--- config.mk ---
export PLATFORM = sky130hd
export DESIGN_NAME = pipelined_addsub
export DESIGN_NICKNAME = d
export VERILOG_FILES = /design/src/rtl/pipelined_addsub.sv
export SDC_FILE = /design/constraint.sdc
export NUM_CORES = 1
export LEC_CHECK = 0
export ABC_AREA = 1
export BUFFER_PORTS_ARGS = -buffer_cell sky130_fd_sc_hd__buf_2
export CORE_UTILIZATION = 57
export DETAILED_ROUTE_END_ITERATION = 8
export MAX_ROUTING_LAYER = met4
export PLACE_DENSITY = 0.86
export SYNTH_ARGS = -nofsm -noshare
export SYNTH_HDL_FRONTEND = slang
export SYNTH_SLANG_ARGS = --single-unit
--- constraint.sdc ---
create_clock -name clk -period 3.53 [get_ports clk]
set_input_delay 0.1765 -clock clk [delete_from_list [all_inputs] [get_ports clk]]
set_output_delay 0.1765 -clock clk [all_outputs]
set_load 0.01 [all_outputs]
--- src/rtl/pipelined_addsub.sv ---
// Pipelined two's-complement adder/subtractor: the WIDTH-bit carry chain is cut
// into STAGES chunks, one register stage per chunk, with a global stall enable.
module pipelined_addsub #(
   parameter int WIDTH  = 16,
   parameter int STAGES = 4
) (
   input  logic             clk,
   input  logic             rst,
   input  logic             in_valid,
   output logic             in_ready,
   input  logic [WIDTH-1:0] a,
   input  logic [WIDTH-1:0] b,
   input  logic             cin,
   input  logic             sub,
   output logic             out_valid,
   input  logic             out_ready,
   output logic [WIDTH-1:0] sum,
   output logic             cout,
   output logic             overflow
);
   localparam int CW  = WIDTH / STAGES;
   localparam int CW1 = CW + 1;

   if (STAGES < 1 || STAGES > WIDTH || (WIDTH % STAGES) != 0) begin : g_bad_cfg
      $error("pipelined_addsub: WIDTH must be a multiple of STAGES, 1 <= STAGES <= WIDTH");
   end

   // Per-stage registers: operands ride along (skew) until their chunk is
   // consumed, finished result chunks ride along (deskew) until the output.
   logic [WIDTH-1:0] op_a  [STAGES];
   logic [WIDTH-1:0] op_b  [STAGES];
   logic [WIDTH-1:0] res   [STAGES];
   logic             carry [STAGES];
   logic [STAGES:1]  vld_pipe;
   logic             ovf_q;

   logic [WIDTH-1:0] src_a [STAGES];
   logic [WIDTH-1:0] src_b [STAGES];
   logic [WIDTH-1:0] src_r [STAGES];
   logic             src_c [STAGES];
   logic [WIDTH-1:0] nxt_r [STAGES];
   logic             nxt_c [STAGES];
   logic [CW:0]      part  [STAGES];
   logic             msb_cin;
   logic             adv;

   always_comb begin
      // Subtract is folded in up front so every stage is a plain adder.
      src_a[0] = a;
      src_b[0] = b ^ {WIDTH{sub}};
      src_r[0] = '0;
      src_c[0] = cin ^ sub;
      for (int k = 1; k < STAGES; k++) begin
         src_a[k] = op_a[k-1];
         src_b[k] = op_b[k-1];
         src_r[k] = res[k-1];
         src_c[k] = carry[k-1];
      end
      for (int k = 0; k < STAGES; k++) begin
         part[k]  = {1'b0, src_a[k][k*CW +: CW]} + {1'b0, src_b[k][k*CW +: CW]}
                    + CW1'(src_c[k]);
         nxt_r[k] = src_r[k];
         nxt_r[k][k*CW +: CW] = part[k][CW-1:0];
         nxt_c[k] = part[k][CW];
      end
      // Carry into the MSB recovered from the MSB sum bit and its operands.
      msb_cin = part[STAGES-1][CW-1] ^ src_a[STAGES-1][WIDTH-1] ^ src_b[STAGES-1][WIDTH-1];
   end

   assign out_valid = vld_pipe[STAGES];
   assign adv       = !out_valid || out_ready;
   assign in_ready  = adv;
   assign sum       = res[STAGES-1];
   assign cout      = carry[STAGES-1];
   assign overflow  = ovf_q;

   always_ff @(posedge clk) begin
      if (rst) begin
         for (int k = 0; k < STAGES; k++) begin
            op_a[k]  <= '0;
            op_b[k]  <= '0;
            res[k]   <= '0;
            carry[k] <= 1'b0;
         end
         vld_pipe <= '0;
         ovf_q    <= 1'b0;
      end else if (adv) begin
         for (int k = 0; k < STAGES; k++) begin
            op_a[k]  <= src_a[k];
            op_b[k]  <= src_b[k];
            res[k]   <= nxt_r[k];
            carry[k] <= nxt_c[k];
         end
         vld_pipe[1] <= in_valid;
         for (int k = 2; k <= STAGES; k++) vld_pipe[k] <= vld_pipe[k-1];
         ovf_q <= nxt_c[STAGES-1] ^ msb_cin;
      end
   end
endmodule
Word-level counts from Yosys, hierarchy flattened
Memories as Yosys holds them, arrays and structs flattened.
Cells that the tools add are included.
- logic and storage cells: 58
- input port bits: 38
- bits in registers: 5
- output and inout port bits: 20
- memory bits (writable): 196
- memories kept: 4
- memories (memory ; depth ; bits a word ; rd ports ; clocked after memory_dff ; wr ports ; RTL line ; RTL):
    op_a ; 4 ; 16 ; 3 ; 0 ; 4 ; 30 ; logic [WIDTH-1:0] op_a [STAGES];
    op_b ; 4 ; 16 ; 3 ; 0 ; 4 ; 31 ; logic [WIDTH-1:0] op_b [STAGES];
    res ; 4 ; 16 ; 4 ; 0 ; 4 ; 32 ; logic [WIDTH-1:0] res [STAGES];
    carry ; 4 ; 1 ; 4 ; 0 ; 4 ; 33 ; logic carry [STAGES];
- bitwise logic cells: 21
- reductions and logical operators: 2
- add/subtract/negate cells: 8
- mux-type cells: 21
- operators by type and width (operator ; count):
    $mux 16 ; 12
    $add 4x4->5 ; 4
    $add 5x1->5 ; 4
    $or 1x1->1 ; 16
    $xor 16x16->16 ; 1
    $mux 1 ; 9
    $xor 1x1->1 ; 4
    $logic_not 1->1 ; 1
    $logic_or 1x1->1 ; 1

Logic depth before layout (Yosys ltp)
- depth in word-level cells: 6
- mapped depth: 9
- mapped depth without buffers: 9

Least setup slack after synthesis
Ideal clock, no wire load.
- kind: flip-flop to flip-flop
- from: register vld_pipe[4] (netlist bit)
- to: memory carry[0], enable pin
- arrival: 2180 ps
- buffers on the path: 0
- setup slack: 459 ps
- stages on the path, launching flop included: 4
- clock period less this slack: 3071 ps
- required time: 2640 ps
- cell sequence: dfxtp_1 -> inv_1 -> nor2_4 -> nand2_1
- RTL lines (what ; RTL line ; RTL):
    from (decl) ; 34 ; logic [STAGES:1] vld_pipe;
    from (signal assigned) ; 85 ; vld_pipe <= '0;
    to (decl) ; 33 ;

==> results.json <==
{
  "status": "finished, final reports clean",
  "ctsResizeCount": 0,
  "core_area_um2": 7330,
  "holdWs_ns": 0.0562,
  "most-common-layout-cells": "92 x edfxtp_1, 85 x inv_1, 84 x nor2_1",
  "synth.avg_cell_area_um2": 11.6,
  "grt_pass1_vias": 2403,
  "tightestPinTransition_ns": 1.18,
  "grtUsageMet1_pct": 19.8,
  "synth_cell_type_count": 20,
  "r2r_slack_ns": 1.56,
  "die_x_um": 89.5,
  "netlist_area_um2": 4360,
  "r2r-end": "overflow$_SDFFE_PP0P_",
  "track_usage_pct": 17.5,
  "place_congestion": 0.755,
  "finalCritPeriodShare_pct": 55.8,
  "synth_area_leaders": "edfxtp_1 63%, inv_1 7.3%, nor2_1 7.2%",
  "powerDensity_nw_per_um2": 472,
  "grt-busiest-layer": "met2",
  "root_buffer": "clkbuf_8",
  "cp_max_fo": 3,
  "ir_worst_vdd_v": 0.000243,
  "cp-end-kind": "register",
  "met3_usage_pct": 2.68,
  "skew_ns": 0.00832,
  "die_area_um2": 8000,
  "finalWorstPathRequiredPeriod_ns": 1.97,
  "r2r_start": "op_b[0][44]$_SDFFCE_PN0P_",
  "crit_required_ns": 3.77,
  "worstPathArrival_ns": 2.21,
  "yosys_warnings": 0,
  "rsz0062_at_grt": "no",
  "vias": 2505,
  "start_util_pct": 59.5,
  "htreeDepth": 3,
  "io_pins": 58,
  "hold_buffers": 0,
  "io_buffers": 57,
  "synth_fp_nets": 435,
  "antenna_found_initial": 0,
  "r2r_cells": 8,
  "grt_max_degree": 97,
  "startpoint_type": "register",
  "cts_tree": "done",
  "clock_path_buffers": 2,
  "yosys_register_bits": 97,
  "yosys.area.top_type_share_pct": 63.4,
  "dp.final_hpwl_um": 3800,
  "seq_area_frac_synth_pct": 65.7,
  "drtAntennaViolNets": 0,
  "fillerInstances": 528,
  "path_clk_slew_ns": 0.09,
  "syn2layout_area_growth_pct": 12.6,
  "grt_util_met2_pct": 29.7,
  "fin_nets": 492,
  "drive_above_1_share_pct": 17.8,
  "power.total_mw": 2.32,
  "timing.final.max_slew_violations": 0,
  "setup-tns-final_ns": 0,
  "leakage_nw": 2.25,
  "setup_violations": 0,
  "wirelength_um": 5990,
  "grt_pass1_wl_um": 10100,
  "row_count": 31,
  "cts_setup_buffers": 0,
  "antenna_cells": 0,
  "drt-vias-per-instance": 4.66,
  "max_cap_viol_count": 0,
  "drcViolationCount": 0,
  "min_path_cells": 3,
  "worstHoldPathType": "in2reg",
  "die_h_um": 89.5,
  "slew_headroom_pct": 21.3,
  "synth.largest_area_cell": "edfxtp_1",
  "max_freq_mhz": 508,
  "dr.pass1.iters": 4,
  "clk_latency_ns": 0.35,
  "min_from": "in_valid",
  "syn_inst": 377,
  "clkSinkCount": 97,
  "overflow": 0,
  "min_to": "vld_pipe[1]$_SDFFE_PP0P_",
  "drtIter0Drc": 173,
  "criticalPathCategory": "reg2reg",
  "wire_per_inst_um": 11.1,
  "final_common_cell": "edfxtp_1",
  "numCtsBuffers": 9,
  "hold_viol": 0
}
## registers in the layout (all words and copies together) (netlist names)
signal,cells
res,40
op_a,24
op_b,24
carry,4
vld_pipe,4
overflow,1
## worst max-delay path: stages (launching register included)
cell,delay [ns]
edfxtp_1,0.41
fa_1,0.49
fa_1,0.43
nand3_1,0.16
nand3_1,0.12
nand2_1,0.11
inv_1,0.04
nand2_1,0.05
nand3_1,0.06
## per-stage QoR
| step | worst slack [ns] | util (%) | instances | instance area, µm² |
|---|---|---|---|---|
| 2_1_floorplan | 0.459 | - | 377 | 4360 |
| 3_3_place_gp | 1.45 | 64.2 | 522 | 4710 |
| 3_5_place_dp | 1.36 | 64.2 | 522 | 4710 |
| 4_1_cts | 1.57 | 67.0 | 538 | 4910 |
| 5_1_grt | 1.44 | 67.0 | 538 | 4910 |
| 6_report | 1.56 | 67.0 | 538 | 4910 |
## per-layer routing
metal / vias to the layer above / part of all wire, %
met4: 0 / 2.2
met2: 56 / 51
met3: 11 / 3.2
li1: 1308 / -
met1: 1130 / 44
met5: - / 0
## report_power, final
part,switching [mW],total (mW),internal [mW]
logic,0.129,0.223,0.0937
clock network,0.369,0.722,0.353
registers,0.0255,1.37,1.35
## synthesized netlist by cell type
cell / number
inv_4: 1
a21oi_1: 17
fa_1: 8
dfxtp_1: 5
buf_2: 8
edfxtp_1: 92
nor3b_2: 2
inv_1: 85
nor2_1: 84
nand3_1: 13
xnor2_1: 12
o22ai_1: 2
nand2_1: 18
o21ai_0: 8
xor2_1: 5
nor2_4: 1
buf_6: 2
buf_4: 1
ha_1: 12
nor2_8: 1
## worst max-delay path by stage
stage                     depth (start not counted)                       to                 startpoint  slack [ns]
after floorplan                                   3   carry[0]$_SDFFCE_PN0P_   vld_pipe[4]$_SDFFE_PP0P_        0.46
after global placement                            6  res[0][2]$_SDFFCE_PN0P_                        sub        1.45
after CTS                                         8    overflow$_SDFFE_PP0P_  op_b[0][44]$_SDFFCE_PN0P_        1.57
after global routing                              8    overflow$_SDFFE_PP0P_  op_b[0][44]$_SDFFCE_PN0P_        1.44
after detailed placement                          6  res[0][2]$_SDFFCE_PN0P_                        sub        1.36
final                                             8    overflow$_SDFFE_PP0P_  op_b[0][44]$_SDFFCE_PN0P_        1.56
## cells by family after synthesis
logic type,count (synthesis),share of synthesized area [%]
buf+inv,97,9.07
fa+ha+maj,20,7.12
xor+xnor,17,3.42
compound gates,27,3.16
simple gates,119,11.6
flops,97,65.7
## area by class of cell
cell class	instances	area, µm²	area share [%]
repair buffers	57	285	5.81
clock buffers	11	141	2.88
well taps	99	124	2.52
multi-input cells	183	1110	22.6
inverters	86	325	6.63
clock inverters	5	61.3	1.25
flip-flops and latches	97	2860	58.3
Power figures use the tool's default switching activity.
